==> src/rtl/alu_pkg.sv <==
// alu_pkg: opcode and sequencer state types shared by the word slice and the carry-chain sequencer.
package alu_pkg;
    typedef enum logic [2:0] {
        OP_AND = 3'b000,
        OP_OR  = 3'b001,
        OP_XOR = 3'b010,
        OP_NOT = 3'b011,
        OP_ADD = 3'b100,
        OP_SHL = 3'b101,
        OP_SUB = 3'b110,
        OP_RSV = 3'b111
    } opsel_e;

    typedef enum logic [1:0] {IDLE, RUN, DONE} seq_state_e;

    localparam logic [2:0] OP_RESERVED    = 3'b111;
    localparam logic       SUB_INIT_CARRY = 1'b1;
endpackage

==> src/rtl/carry_chain_seq_if.sv <==
// carry_chain_seq_if: request/response bundle between the operand source, the sequencer and the result consumer.
interface carry_chain_seq_if #(parameter int W = 8, parameter int N = 4);
    logic           in_valid;
    logic           in_ready;
    logic [2:0]     opsel;
    logic [W*N-1:0] op_a;
    logic [W*N-1:0] op_b;
    logic           cin;
    logic           out_valid;
    logic           out_ready;
    logic [W*N-1:0] result;
    logic           cout;
    logic           zero;
    logic           err;

    modport master (output in_valid, opsel, op_a, op_b, cin, out_ready,
                    input  in_ready, out_valid, result, cout, zero, err);
    modport slave  (input  in_valid, opsel, op_a, op_b, cin, out_ready,
                    output in_ready, out_valid, result, cout, zero, err);
endinterface

==> src/rtl/alu_word_slice.sv <==
// alu_word_slice: combinational W-bit ALU slice producing one result word and its carry-out.
module alu_word_slice
    import alu_pkg::*;
#(
    parameter int W = 8
) (
    input  opsel_e         i_opsel,
    input  logic [W-1:0]   i_a,
    input  logic [W-1:0]   i_b,
    input  logic           i_ci,
    output logic [W-1:0]   o_s,
    output logic           o_co
);
    logic [W:0] w_add;
    logic [W:0] w_sub;

    assign w_add = {1'b0, i_a} + {1'b0, i_b} + {{W{1'b0}}, i_ci};
    // Subtract as a + ~b + ci; carry-out high means no borrow.
    assign w_sub = {1'b0, i_a} + {1'b0, ~i_b} + {{W{1'b0}}, i_ci};

    always_comb begin
        o_s  = '0;
        o_co = 1'b0;
        case (i_opsel)
            OP_AND:  o_s = i_a & i_b;
            OP_OR:   o_s = i_a | i_b;
            OP_XOR:  o_s = i_a ^ i_b;
            OP_NOT:  o_s = ~i_a;
            OP_ADD:  {o_co, o_s} = w_add;
            OP_SUB:  {o_co, o_s} = w_sub;
            OP_SHL:  {o_co, o_s} = {i_a, i_ci};
            default: o_s = '0;
        endcase
    end
endmodule

==> src/rtl/carry_chain_seq.sv <==
// carry_chain_seq: runs one N-word ALU operation through a single W-bit slice, LS word first,
// feeding each slice carry-out back as the next word's carry-in.
module carry_chain_seq
    import alu_pkg::*;
#(
    parameter int W = 8,
    parameter int N = 4
) (
    input  logic              clk,
    input  logic              rst_n,
    carry_chain_seq_if.slave  bus
);
    localparam int IW = (N > 1) ? $clog2(N) : 1;

    seq_state_e     r_state;
    seq_state_e     w_next;
    opsel_e         r_op;
    logic [IW-1:0]  r_idx;
    logic [W*N-1:0] r_a;
    logic [W*N-1:0] r_b;
    logic [W*N-1:0] r_acc;
    logic [W*N-1:0] r_result;
    logic           r_carry;
    logic           r_cout;
    logic           r_zero;
    logic           r_err;
    logic           w_accept;
    logic           w_rsv;
    logic           w_last;
    logic [W-1:0]   w_s;
    logic           w_co;
    logic [W*N-1:0] w_acc_next;

    assign w_accept = bus.in_valid && (r_state == IDLE);
    assign w_rsv    = (bus.opsel == OP_RESERVED);
    assign w_last   = (r_idx == IW'(N - 1));

    alu_word_slice #(.W(W)) u_slice (
        .i_opsel (r_op),
        .i_a     (r_a[r_idx*W +: W]),
        .i_b     (r_b[r_idx*W +: W]),
        .i_ci    (r_carry),
        .o_s     (w_s),
        .o_co    (w_co)
    );

    always_comb begin
        w_acc_next = r_acc;
        w_acc_next[r_idx*W +: W] = w_s;
    end

    always_comb begin
        w_next = r_state;
        w_next = (r_state == IDLE && w_accept)      ? (w_rsv ? DONE : RUN) :
                 (r_state == RUN  && w_last)        ? DONE :
                 (r_state == DONE && bus.out_ready) ? IDLE : r_state;
    end

    always_ff @(posedge clk or negedge rst_n) begin
        if (!rst_n) r_state <= IDLE;
        else        r_state <= w_next;
    end

    // Working accumulator is separate so the visible result only changes on completion.
    always_ff @(posedge clk or negedge rst_n) begin
        if (!rst_n) begin
            r_op     <= OP_AND;
            r_idx    <= '0;
            r_a      <= '0;
            r_b      <= '0;
            r_acc    <= '0;
            r_result <= '0;
            r_carry  <= 1'b0;
            r_cout   <= 1'b0;
            r_zero   <= 1'b0;
            r_err    <= 1'b0;
        end else if (w_accept) begin
            r_op    <= opsel_e'(bus.opsel);
            r_a     <= bus.op_a;
            r_b     <= bus.op_b;
            r_idx   <= '0;
            r_carry <= (bus.opsel == OP_ADD || bus.opsel == OP_SHL) ? bus.cin :
                       (bus.opsel == OP_SUB) ? SUB_INIT_CARRY : 1'b0;
            r_err   <= w_rsv;
            if (w_rsv) begin
                r_result <= '0;
                r_cout   <= 1'b0;
                r_zero   <= 1'b1;
            end
        end else if (r_state == RUN) begin
            r_acc   <= w_acc_next;
            r_carry <= w_co;
            r_idx   <= r_idx + 1'b1;
            if (w_last) begin
                r_result <= w_acc_next;
                r_cout   <= w_co;
                r_zero   <= (w_acc_next == '0);
            end
        end
    end

    assign bus.in_ready  = (r_state == IDLE);
    assign bus.out_valid = (r_state == DONE);
    assign bus.result    = r_result;
    assign bus.cout      = r_cout;
    assign bus.zero      = r_zero;
    assign bus.err       = r_err;
endmodule

==> src/flat_wrapper.sv <==
// flat-port wrapper written by rule: the top's interface ports become plain ports
module carry_chain_seq_flat import alu_pkg::*;
#(
    parameter int W = 8,
    parameter int N = 4
)
  (clk, rst_n, bus_in_valid, bus_opsel, bus_op_a, bus_op_b, bus_cin, bus_out_ready, bus_in_ready, bus_out_valid, bus_result, bus_cout, bus_zero, bus_err);
  carry_chain_seq_if #(.W(W), .N(N)) bus_i ();
  input  logic clk;
  input  logic rst_n;
  input wire logic [$bits(bus_i.in_valid)-1:0] bus_in_valid;
  input wire logic [$bits(bus_i.opsel)-1:0] bus_opsel;
  input wire logic [$bits(bus_i.op_a)-1:0] bus_op_a;
  input wire logic [$bits(bus_i.op_b)-1:0] bus_op_b;
  input wire logic [$bits(bus_i.cin)-1:0] bus_cin;
  input wire logic [$bits(bus_i.out_ready)-1:0] bus_out_ready;
  output wire logic [$bits(bus_i.in_ready)-1:0] bus_in_ready;
  output wire logic [$bits(bus_i.out_valid)-1:0] bus_out_valid;
  output wire logic [$bits(bus_i.result)-1:0] bus_result;
  output wire logic [$bits(bus_i.cout)-1:0] bus_cout;
  output wire logic [$bits(bus_i.zero)-1:0] bus_zero;
  output wire logic [$bits(bus_i.err)-1:0] bus_err;
  assign bus_i.in_valid = bus_in_valid;
  assign bus_i.opsel = bus_opsel;
  assign bus_i.op_a = bus_op_a;
  assign bus_i.op_b = bus_op_b;
  assign bus_i.cin = bus_cin;
  assign bus_i.out_ready = bus_out_ready;
  assign bus_in_ready = bus_i.in_ready;
  assign bus_out_valid = bus_i.out_valid;
  assign bus_result = bus_i.result;
  assign bus_cout = bus_i.cout;
  assign bus_zero = bus_i.zero;
  assign bus_err = bus_i.err;
  carry_chain_seq #(.W(W), .N(N)) u_core (.clk(clk), .rst_n(rst_n), .bus(bus_i));
endmodule
==> config.mk <==
export PLATFORM = sky130hd
export DESIGN_NAME = carry_chain_seq_flat
export DESIGN_NICKNAME = d
export VERILOG_FILES = /design/src/rtl/alu_pkg.sv /design/src/rtl/carry_chain_seq_if.sv /design/src/rtl/alu_word_slice.sv /design/src/rtl/carry_chain_seq.sv /design/src/flat_wrapper.sv
export SDC_FILE = /design/constraint.sdc
export NUM_CORES = 1
export LEC_CHECK = 0
export ABC_AREA = 1
export BUFFER_PORTS_ARGS = -buffer_cell sky130_fd_sc_hd__buf_2
export CAP_MARGIN = 10
export CORE_MARGIN = 2
export CORE_UTILIZATION = 64
export CTS_BUF_LIST = sky130_fd_sc_hd__clkbuf_8
export DETAILED_ROUTE_END_ITERATION = 8
export PLACE_DENSITY = 0.88
export SLEW_MARGIN = 20
export SYNTH_ARGS = -nofsm -noshare
export SYNTH_HDL_FRONTEND = slang
export SYNTH_SLANG_ARGS = --single-unit
==> constraint.sdc <==
create_clock -name clk -period 7.1 [get_ports clk]
set_input_delay 1.42 -clock clk [delete_from_list [all_inputs] [get_ports clk]]
set_output_delay 1.42 -clock clk [all_outputs]
set_load 0.01 [all_outputs]
Word level (Yosys, flattened, before mapping) --
Index checks and enable logic that the tools add are counted. Widths: inputs -> output; s select.
Word-level totals: register bits after elaboration 139, logic and storage cells 79, input bits 72
Operators by class: shift operators 4, add/subtract/negate cells 6, eq/ne operators 14, reduce and logical (&&, ||, !) cells 13, muxes and demuxes 25, bitwise gates (word level) 6
Operators with widths (number):
- $mux 32 | 4
- $shiftx 32x6->8 | 2
- $pmux 8 s7 | 1
- $neg 5->34 | 1
- $shift 8x34->32 const A | 1
- $shiftx 8x34->32 | 1
- $bwmux 32 | 1
- $logic_not 32->1 | 1
- $eq 3x3->1 const B | 7
- $add 8x8->9 | 2
- $add 9x1->9 | 2
- $not 8->8 | 2
- $mux 1 | 12
- $mux 2 | 6
- $and 8x8->8 | 1
- $or 8x8->8 | 1
- $xor 8x8->8 | 1
- $eq 3x2->1 const B | 2
- $eq 2x2->1 const B | 2
- $logic_and 1x1->1 | 4
- $reduce_bool 2->1 | 2
- $eq 3x1->1 const B | 1
- $logic_not 3->1 | 1
- $pmux 1 s3 | 1
- other kinds (9) | 9

Depth between registers and ports, before layout --
Gate-level depths: netlist (run 1).
depth after elaboration 11, gate-level depth with buffers 25, mapped depth without buffers 22

Hierarchy --
A second synthesis (run 1) with hierarchy kept.
Second synthesis, totals: cell total of the unflattened synthesis 1048, area, all modules 7737.4 µm²
Modules (own cells, without submodules):
- carry_chain_seq | area each 6388.6 µm², instances 1, seq. area each 3478.3 µm², cells an instance 809
- alu_word_slice | area each 1348.8 µm², instances 1, seq. area each 0.0 µm², cells an instance 239

Least setup slack after synthesis (run 1) --
OpenSTA, ideal clock, no wires.
kind register -> register, start point register u_core.r_idx[0], end point register u_core.r_zero, in the netlist u_core.bus.zero, clock period less this slack 3749 ps, slack 3351 ps, arrival 3676 ps, cell stages (with the launch flop) 23, path through dfrtp_1 -> buf_6 -> buf_2 -> buf_1 -> clkbuf_1 -> a21oi_1 -> a32oi_1 -> inv_1 -> fa_1 -> fa_1 -> o21ai_0 -> nand2_1 -> nand2_1 -> nor2_1 -> nor2_1 -> nand2_1 -> nand2_1 -> o21ai_0 -> nor2_1 -> nand4_1 -> nor2_1 -> nand2_1 -> a21oi_2
Between the ends: longest elaborated chain between the ends 11
RTL lines:
- start, declared | line carry_chain_seq.sv:18 | logic [IW-1:0] r_idx;
- start signal, assigned | line carry_chain_seq.sv:93 | r_idx <= r_idx + 1'b1;
- $shiftx 32x6->8 | line carry_chain_seq.sv:41 | .i_b (r_b[r_idx*W +: W]),
- $not 8->8 | line alu_word_slice.sv:19 | assign w_sub = {1'b0, i_a} + {1'b0, ~i_b} + {{W{1'b0}}, i_ci};
- $add 8x8->9 | line alu_word_slice.sv:19
- $add 9x1->9 | line alu_word_slice.sv:19
- $pmux 8 s7 | line alu_word_slice.sv:24 | case (i_opsel)
- $shiftx 8x34->32 | line carry_chain_seq.sv:49 | w_acc_next[r_idx*W +: W] = w_s;
- $bwmux 32 | line carry_chain_seq.sv:49
- $logic_not 32->1 | line carry_chain_seq.sv:97 | r_zero <= (w_acc_next == '0);
- $mux 1 | line carry_chain_seq.sv:94 | if (w_last) begin
- $mux 1 | line carry_chain_seq.sv:90 | end else if (r_state == RUN) begin
- $mux 1 | line carry_chain_seq.sv:77 | end else if (w_accept) begin
- end signal, assigned | line carry_chain_seq.sv:97
- end, declared | line carry_chain_seq.sv:25 | logic r_zero;
Parallel ways exist; a longest one is shown, timed or not. The select of a mux whose other input is x is not followed. A chain may end at the register's enable or synchronous reset.

Final worst setup path (run 1) --
Ends and elaborated chain as after synthesis.

==> key figures, run 1 <==
GRT
  – First-pass GRT wire length: roughly 33000 um
  – Initial antenna violation count: 1
  – Number of global-route vias before repair: between 6k and 7k
  – Global-route congestion overflow total: 0
  – Total track usage: 0.329
  – Largest net degree at the start of global routing: 74

Place
  – GPL Wtd Cong: 0.945
  – DP HPWL: approximately 14000 um
  – Port Buf Inserts: between 100 and 150
  – Placed Cells: 1260

Synthesis
  – Post-synth EDFFs: 0
  – Mapped Area: about 7700 um^2
  – Top post-synthesis cells by count: 459 x nand2_1, 139 x dfrtp_1, 78 x inv_1
  – Post-synthesis sequential area ratio: 0.450
  – Cell with the most instances after synthesis: nand2_1
  – Mapped Avg Cell Area: around 7.4 um^2
  – Synth top area share: 0.450
  – Synthesized instance count: ~1.0k
  – Syn_nets: approximately 1.1k
  – Top cells by area, synth: dfrtp_1 45%, nand2_1 22%, ha_1 4.4%
  – Area leader, netlist: dfrtp_1
  – Ys Warns: 0
  – Yosys cell types: 42
  – Yosys reg bits: 139
  – Top FF cell, synth: dfrtp_1
  – Post-synth ARST share: 1.00

STA
  – Slew HR: 0.386
  – Tcrit/Tclk final: 0.616
  – Worst-Margin Slew: ~0.92 ns
  – Final hold violation count: 0
  – Final setup TNS: 0 ns
  – Skew final: ~0.013 ns
  – Post-route minimum period: around 4.4 ns
  – Fin. max-slew vios: 0
  – RSZ-0062 raised after global routing: false
  – Final setup fails: 0
  – Max frequency: 229 MHz

Power
  – Pleak: roughly 0.0048 uW
  – Cell-internal power: between 2000 and 2500 uW
  – Switching Fraction: 0.517
  – Register share of total power: 0.280
  – Worst vdd ir: between 0.0002 and 0.0003 V
  – Power Density: around 560 nW/um^2
  – Switch Pwr: 2520 uW
  – Combinational share of power: 0.593
  – Clock share of power: 0.127

Floorplan
  – Starting Density: 0.649
  – Die area: around 13000 um^2
  – I/O Pins: approximately 110
  – Core box area: around 12000 um^2
  – Rows: 40
  – Die W: roughly 110 um
  – Height of the die: 114 um

Finish
  – Layout fillers: 978
  – Footprint of the multi-input gates: roughly 3700 um^2
  – # diodes: 0
  – Final nets: roughly 1.2k
  – Share of post-route cells with drive strength above 1: 0.162
  – Post-route insts no fill: 1291
  – Reg area: around 3500 um^2
  – Synth-to-Final Area Change: 12.4%

CTS
  – Clk Latency, worst-skew pair: around 0.46 ns
  – Hold Buf Count CTS: 0
  – Post_cts resized: 0
  – CTS clock-pin slew for the worst setup and hold paths: roughly 0.080 ns
  – CTS tree: built
  – CTS H-Tree Depth: 4
  – Post-CTS Setup Inserts: 0
  – CTS Buf Count: 17
  – Clock root cell: clkbuf_8
  – Clk buf depth: 2
  – Clock sinks: between 100 and 150

Route
  – ANT nets after route: 0
  – WL/cell: ~15 um
  – Post-Route WL: roughly 20000 um
  – Vias: approximately 7.2k
  – Iteration-0 DRC Markers: 757
  – DRC errors left: 0
  – Avg Vias per Cell: around 5.5
  – DRT Pass-1 Iters: 5

Critical path
  – Critical path peak fanout: 31
  – Critical Path Sink Type: flop
  – Setup crit start kind: flop
  – Crit Path Category: flop to flop
  – Worst EP required: around 7.5 ns
  – CP Data Arrival Time: approximately 4.8 ns

Hold path
  – Hold Crit Class: flop to flop

Outcome
  – Outcome: completed

Flow run
  – Max Cap Viol: 0
placed cells by master, fill, tap and decap left out, drive strengths merged:
cell type  instances
buf              115
clkbuf            19
a32o               1
o211ai             1
a21boi             1
nor3               4
a22o              11
and2               1
xnor2              1
fa                 4
a32oi              9
clkinvlp           2
bufinv             1
o22ai              1
o21a               1
inv               95
nand3b             1
ha                27
clkinv             8
dfrtp            139
a31oi              5
nor2              56
nand4             22
or2                8
xor2               1
o21ai             62
nand2            461
nand3             71
a21oi             16
worst paths after layout:
| path | start | endpoint | slack, ns | cells after the start |
|---|---|---|---|---|
| setup reg to reg | u_core.r_idx[0] | u_core.bus.zero | 2.73 | 19 |
| setup / recovery | u_core.r_idx[0] | u_core.bus.zero | 2.73 | 19 |
| hold reg to reg | u_core.bus.cout | u_core.bus.cout | 0.48 | 2 |
| max in group asynchronous | rst_n | u_core.bus.zero | 4.81 | 2 |
| hold / removal | u_core.bus.cout | u_core.bus.cout | 0.48 | 2 |
| min in group asynchronous | rst_n | u_core.r_a[24] | 0.94 | 1 |
worst max-delay path: stages, from the launching register on:
cell and delay, ns:
dfrtp_1 0.94, buf_4 0.45, nand2_1 0.09, a32oi_1 0.34
inv_1 0.13, fa_1 0.46, fa_1 0.45, o21ai_0 0.24
nand2_1 0.07, nand2_1 0.06, nor2_1 0.04, nor2_1 0.10
nand2_1 0.14, nand2_1 0.08, o21ai_0 0.12, nor2_1 0.12
nand4_1 0.10, nor2_1 0.15, nand2_1 0.09, a21oi_2 0.11
stage by stage:
step	setup slack, ns	hold slack [ns]	total power, uW	instance area, um^2	util
2_1_floorplan	3.35	0.449	3430	7730	-
3_3_place_gp	2.97	0.460	4110	8310	0.698
3_5_place_dp	2.84	0.461	4200	8310	0.698
4_1_cts	2.82	0.483	4830	8690	0.729
5_1_grt	2.26	0.506	5320	8690	0.729
6_report	2.73	0.483	4870	8690	0.729
final cells by class:
class,count,share of cell area
repair buffers,115,0.0690
flip-flops and latches,139,0.400
well taps,147,0.0212
clock inverters,12,0.0130
clock buffers,19,0.0301
multi-input cells,765,0.424
inverters,94,0.0419
power by group through the flow:
stage,Sequential [uW],Clock [uW],Combinational [uW]
6_report,1370,618,2890
5_1_grt,1410,653,3260
4_1_cts,1360,621,2850
3_5_place_dp,1370,0,2830
3_3_place_gp,1360,0,2750
2_1_floorplan,1330,0,2100
flip-flops by register name, summed over array words and instances, names as in the netlist, 2 cells and up:
signal	flops
u_core.bus.result	32
u_core.r_b	32
u_core.r_a	32
u_core.r_op	3
u_core.r_acc	32
u_core.r_state	2
u_core.r_idx	2
metal layers:
metal,part of all wire,global-route usage
met1,0.45,0.475
met2,0.45,0.495
met3,0.084,0.0855
met4,0.019,0.0992
met5,0.00065,0
cells by family (layout without fill, tap and decap cells):
logic type	Yosys count	in the layout	synth area share
simple gates	624	624	0.337
flops	139	139	0.450
buf+inv	137	240	0.0736
compound gates	108	108	0.0827
fa+ha+maj	31	31	0.0541
xor+xnor	2	2	0.00227
(Power assumes the default switching activity.)
==> run 2, diff against run 1 <==
- ABC_AREA: 1 -> 0
- CORE_UTILIZATION: 64 -> 60
- PLACE_DENSITY: 0.88 -> 0.83
- clock period: 7.1 -> 4.18 ns (I/O delays scaled with it)
==> run 2 against run 1 <==
  * Cell area is 1.6% higher
  * Critical endpoint unchanged
  * Largest power group unchanged
  * Clock skew is 0.0017 ns higher
  * Critical path type unchanged
  * Register-to-register slack worse by 2.5 ns
  * Setup slack worse by 2.5 ns
==> key figures, run 2 <==
Synthesis
  – Simple-gate portion of the synthesized area: 0.201
  – Mapped Avg Cell Area: 9.05 um^2
  – Synth top area share: 0.458
  – Area leader, netlist: dfrtp_1
  – Synthesized instance count: 840
  – Ys Warns: 0
  – Post-synth ARST share: 1.00
  – Cell with the most instances after synthesis: nand2_1
  – Yosys reg bits: around 140
  – Yosys cell types: between 60 and 70
  – Post-synthesis compound-gate area fraction: 0.166
  – Top cells by area, synth: dfrtp_1 46%, nand2_1 12%, ha_1 4.4%
  – Post-synthesis sequential area ratio: 0.458
  – Mux cell area share after synthesis: 0.0670
  – Largest family of logic cells by synthesized area: simple AND/OR/NAND/NOR gates
  – Xor and xnor area share after synthesis: 0.00230
  – Adder-cell share of the synthesized area: 0.0550
  – Mapped Area: 7600 um^2
  – Post-synth EDFFs: 0
  – Syn_nets: 943
  – Top post-synthesis cells by count: 252 x nand2_1, 139 x dfrtp_1, 50 x inv_1
  – Top FF cell, synth: dfrtp_1

Critical path
  – Worst setup path start: u_core.r_idx[0]
  – CP max stage cell: dfrtp_2
  – CP Capture Point: u_core.bus.zero
  – Worst Reg2Reg Path Length in Cells: 13
  – Critical path peak fanout: 10
  – CP most frequent cell: buf_4
  – Setup crit start kind: flop
  – R2R Setup Slk: 0.27 ns
  – R2R Path Start: u_core.r_idx[0]
  – Reg2reg end: u_core.bus.zero
  – CP peak stage delay: between 0.4 and 0.5 ns
  – Crit-path cells: buf_4 -> buf_4 -> mux2_2 -> o21ai_0 -> inv_1 -> ha_1 -> o311a_1 -> mux2i_1 -> or4_4 -> nor4_2 -> o221a_2 -> o211ai_2 -> o41ai_2
  – Worst EP required: ~4.5 ns
  – Crit Path Category: flop to flop
  – Critical Path Sink Type: flop
  – CP Data Arrival Time: about 4.3 ns

STA
  – Final setup TNS: 0 ns
  – Skew final: 0.0148 ns
  – Final hold violation count: 0
  – Worst-Margin Slew: 0.893 ns
  – Final worst setup slack: about 0.27 ns
  – Slew HR: 0.395
  – RSZ-0062 raised after global routing: false
  – Post-route minimum period: around 4 ns
  – Final setup fails: 0
  – Max frequency: about 260 MHz
  – Tcrit/Tclk final: 0.934
  – Fin. max-slew vios: 0

CTS
  – Clock sinks: 139
  – CTS Buf Count: 17
  – CTS clock-pin slew for the worst setup and hold paths: around 0.07 ns
  – Clock root cell: clkbuf_8
  – CTS tree: built
  – CTS H-Tree Depth: 4
  – Clk Latency, worst-skew pair: 0.47 ns
  – Clk buf depth: 2
  – Hold Buf Count CTS: 0

Power
  – Cell-internal power: roughly 4800 uW
  – Register share of total power: 0.256
  – Worst vdd ir: 0.000711 V
  – Switch Pwr: approximately 4200 uW
  – Switching Fraction: 0.467
  – Power Density: around 1000 nW/um^2
  – Clock share of power: 0.137
  – Combinational share of power: 0.607
  – Pleak: about 0.0045 uW

Route
  – DRT Pass-1 Iters: 6
  – WL/cell: between 15 and 20 um
  – Avg Vias per Cell: ~6
  – DRC errors left: 0
  – Vias: approximately 6.6k
  – Iteration-0 DRC Markers: between 700 and 800
  – Post-Route WL: around 20000 um
  – ANT nets after route: 0

GRT
  – Total track usage: 0.316
  – Initial antenna violation count: 0
  – Global-route congestion overflow total: 0
  – Number of global-route vias before repair: 6493
  – Largest net degree at the start of global routing: 84
  – First-pass GRT wire length: between 30000 and 40000 um

Floorplan
  – Starting Density: 0.607
  – Core box area: ~13000 um^2
  – Rows: approximately 40
  – Height of the die: 117 um
  – I/O Pins: approximately 110
  – Die area: between 10000 and 15000 um^2
  – Die W: between 100 and 150 um

Flow run
  – Max Cap Viol: 0

Place
  – DP HPWL: between 10000 and 15000 um
  – Port Buf Inserts: around 110
  – Worst slack, placed: approximately 0.18 ns
  – GPL Wtd Cong: between 0.9 and 1

Hold path
  – Hold Crit Class: primary input to asynchronous set/reset pin

Outcome
  – Outcome: completed

Finish
  – # diodes: 0
  – Synth-to-Final Area Change: 16.1%
  – Final nets: 1044
  – Most frequent cells in the layout: 251 x nand2_1, 138 x dfrtp_1, 107 x buf_2
  – Commonest non-fill, non-tap cell in the layout: nand2_1
  – Share of post-route cells with drive strength above 1: 0.208
==> run 2: how the worst min path moves through the flow <==
| stage | start | slack, ns | end |
|---|---|---|---|
| floorplan | u_core.r_a[13] | 0.44 | u_core.r_a[13] |
| global placement | u_core.r_b[7] | 0.45 | u_core.r_b[7] |
| detailed placement | u_core.r_b[22] | 0.46 | u_core.r_b[22] |
| CTS | rst_n | 0.42 | u_core.r_a[14] |
| global route | rst_n | 0.47 | u_core.r_a[22] |
| finish | rst_n | 0.41 | u_core.r_a[23] |
==> run 2: cells by family after synthesis <==
| logic type | Yosys count |
|---|---|
| fa+ha+maj | 31 |
| simple gates | 356 |
| buf+inv | 100 |
| compound gates | 179 |
| mux | 33 |
| xor+xnor | 2 |
| flops | 139 |
==> run 2: power groups by stage <==
stage               clock network, uW  logic (uW)  registers, uW
global route                     1290        5970           2340
finish                           1230        5420           2290
detailed placement                  0        5210           2290
CTS                              1240        5250           2270
global placement                    0        5140           2270
floorplan                           0        3700           2190
==> run 2: per-stage QoR <==
| stage | hold WS [ns] | instances | total power (uW) | instance area (um^2) | util |
|---|---|---|---|---|---|
| after floorplan | 0.437 | 840 | 5890 | 7620 | - |
| after global placement | 0.454 | 1094 | 7410 | 8350 | 0.667 |
| after detailed placement | 0.461 | 1094 | 7500 | 8350 | 0.667 |
| after CTS | 0.422 | 1125 | 8770 | 8800 | 0.703 |
| after global routing | 0.468 | 1125 | 9610 | 8820 | 0.705 |
| final | 0.407 | 1125 | 8940 | 8820 | 0.705 |
==> run 2: layer usage <==
layer,track usage,part of all wire,routed length (um)
met1,0.453,0.44,8730
met2,0.472,0.46,9130
met3,0.0789,0.079,1580
met4,0.118,0.023,461
met5,0,0,0
==> run 2: area by class of cell <==
class                   instances  area (um^2)
inverters                      52          195
fillers                       969         3690
clock buffers                  21          289
clock inverters                10          164
multi-input cells             601         3770
flip-flops and latches        139         3480
well taps                     172          215
repair buffers                130          712
==> run 2: timing repair <==
action	CTS	global route
setup endpoints to repair	0	9
setup buffers	0	0
gates resized for setup	0	7
==> run 2: worst max-delay path, delay by kind of cell (launching register included) <==
| family | cells | cell delay, ns |
|---|---|---|
| adders and majority gates | 1 | 0.28 |
| DFF | 1 | 0.46 |
| and+or+nand+nor | 2 | 0.71 |
| muxes | 2 | 0.50 |
| buffers and inverters | 3 | 0.57 |
| AOI/OAI and AO/OA | 5 | 1.30 |
==> run 3, diff against run 2 <==
- PLACE_DENSITY: 0.83 -> 0.89
==> run 3 against run 2 <==
  * Critical path depth did not move
  * Die area did not move
  * Clock skew fell by 0.0054 ns
  * Maximum frequency rose by 1.3%
  * Register-to-register slack improved by 0.05 ns
  * Sequential share of layout area rose by 0.39 points
  * Critical path type unchanged
==> key figures, run 3 (synthesis gave the netlist of run 2 again) <==
Finish
  – Final Core Density: 0.698
  – # diodes: 0
  – Most frequent cells in the layout: 251 x nand2_1, 138 x dfrtp_1, 107 x buf_2
  – Final cell area excluding filler cells: ~8700 um^2
  – Share of post-route cells with drive strength above 1: 0.202
  – Post-route insts no fill: between 1k and 1.5k
  – Commonest non-fill, non-tap cell in the layout: nand2_1
  – Synth-to-Final Area Change: 15.0%
  – Final nets: 1045

CTS
  – Post-CTS Setup Inserts: 0
  – CTS Buf Count: 17
  – Clock root cell: clkbuf_8
  – CTS H-Tree Depth: 4
  – Hold Buf Count CTS: 0
  – Clk Latency, worst-skew pair: approximately 0.46 ns
  – Post_cts resized: 0
  – CTS clock-pin slew for the worst setup and hold paths: approximately 0.070 ns
  – CTS tree: built
  – Clk buf depth: 2
  – Clock sinks: 139

Critical path
  – Critical Path Sink Type: flop
  – CP Data Arrival Time: around 4.2 ns
  – Critical Path Stages: 13
  – R2R Setup Slk: 0.32 ns
  – Worst EP required: 4.52 ns
  – Crit-path cells: buf_12 -> mux2_2 -> o21ai_0 -> ha_1 -> inv_1 -> o21ai_0 -> a31oi_1 -> o311ai_1 -> buf_4 -> nor2_1 -> and3_1 -> a31oi_1 -> o41ai_2
  – Delay-heaviest family, CP: compound AO/OA/AOI/OAI gates
  – R2R Path Start: u_core.r_idx[0]
  – Reg2reg end: u_core.bus.zero
  – Worst Reg2Reg Path Length in Cells: 13
  – Critical path peak fanout: 16
  – Crit Path Category: flop to flop
  – Setup crit start kind: flop
  – Buffer and inverter count on the worst path: 3
  – CP max stage cell: o311ai_1
  – CP peak stage delay: between 0.9 and 1 ns

STA
  – Fin. max-slew vios: 0
  – Final setup TNS: 0 ns
  – Post-route minimum period: 3.86 ns
  – RSZ-0062 raised after global routing: false
  – Max frequency: 259 MHz
  – Final hold violation count: 0
  – Tcrit/Tclk final: 0.922
  – Skew final: 0.00944 ns
  – Slew HR: 0.234
  – Worst-Margin Slew: 1.13 ns
  – Final setup fails: 0

GRT
  – Largest net degree at the start of global routing: 94
  – Global-route congestion overflow total: 0
  – Total track usage: 0.309
  – Number of global-route vias before repair: around 6.5k
  – Initial antenna violation count: 0
  – First-pass GRT wire length: approximately 32000 um

Route
  – WL met3: around 1800 um
  – Vias: between 6k and 7k
  – Post-Route WL: 19600 um
  – Avg Vias per Cell: around 6.0
  – Metal-1 WL: about 8300 um
  – DRT Pass-1 Iters: 8
  – WL/cell: 17.4 um
  – Met2 wire length: 9070 um
  – ANT nets after route: 0
  – Top layer in use: met4
  – Iteration-0 DRC Markers: 590
  – DRC errors left: 0

Floorplan
  – Starting Density: 0.607
  – Die area: between 10000 and 15000 um^2
  – Height of the die: ~120 um
  – I/O Pins: 109
  – Rows: between 40 and 50
  – Die W: ~120 um
  – Core box area: 12500 um^2

Place
  – Port Buf Inserts: around 110
  – Cell Area, Placed: 8370 um^2
  – Placed Cells: 1095
  – DP HPWL: between 10000 and 15000 um
  – GPL Wtd Cong: 0.975

Power
  – Worst vdd ir: approximately 0.0006 V
  – Pleak: roughly 0.0045 uW
  – Overall power: about 8700 uW
  – Power Density: roughly 990 nW/um^2

Outcome
  – Outcome: completed

Flow run
  – Max Cap Viol: 0

Hold path
  – Hold Crit Class: primary input to asynchronous set/reset pin
[run 3: changes by cell type in the layout (fill, tap and decap cells not counted), sizes merged]
cell,delta
clkinv,+4
bufinv,-3
inv,+2
clkbuf,-1
buf,+1
clkinvlp,-2
[run 3: worst max path at each step]
stage | from | end | slack [ns]
after CTS | u_core.r_idx[0] | u_core.bus.result[22] | 0.16
after floorplan | u_core.r_idx[0] | u_core.bus.zero | 0.03
final | u_core.r_idx[0] | u_core.bus.zero | 0.32
after detailed placement | u_core.r_idx[0] | u_core.bus.result[22] | 0.20
after global routing | u_core.r_idx[0] | u_core.bus.zero | 0.08
after global placement | u_core.r_idx[0] | u_core.bus.result[14] | 0.28
[run 3: stage by stage]
step | setup WS [ns] | hold slack (ns)
after CTS | 0.158 | 0.468
after detailed placement | 0.200 | 0.459
final | 0.325 | 0.451
after global routing | 0.0825 | 0.490
after floorplan | 0.0329 | 0.437
after global placement | 0.283 | 0.453
[run 3: metal layers]
layer | vias up | GRT usage
li1 | 3089 | -
met1 | 3267 | 0.433
met4 | 0 | 0.0965
met3 | 37 | 0.0944
met2 | 310 | 0.469
met5 | - | 0
[run 3: final cells by class]
type	count	area, um^2
clock inverter	11	81.3
inverter	52	195
timing repair buffer	131	732
fill	978	3780
sequential	139	3480
tap	172	215
clock buffer	20	275
multi-input combinational	601	3760
[run 3: power breakdown]
part           leakage (uW)  internal (uW)  switching (uW)
clock              0.000199            501             490
sequential          0.00181           1880             430
combinational       0.00252           2170            3180
total               0.00453           4550            4100
[run 3: worst register-to-register path, cell delays in order (launching register included)]
cell,delay [ns]
dfrtp_2,0.47
buf_12,0.20
mux2_2,0.38
o21ai_0,0.25
ha_1,0.37
inv_1,0.09
o21ai_0,0.21
a31oi_1,0.06
o311ai_1,0.92
buf_4,0.30
nor2_1,0.05
and3_1,0.19
a31oi_1,0.19
o41ai_2,0.08
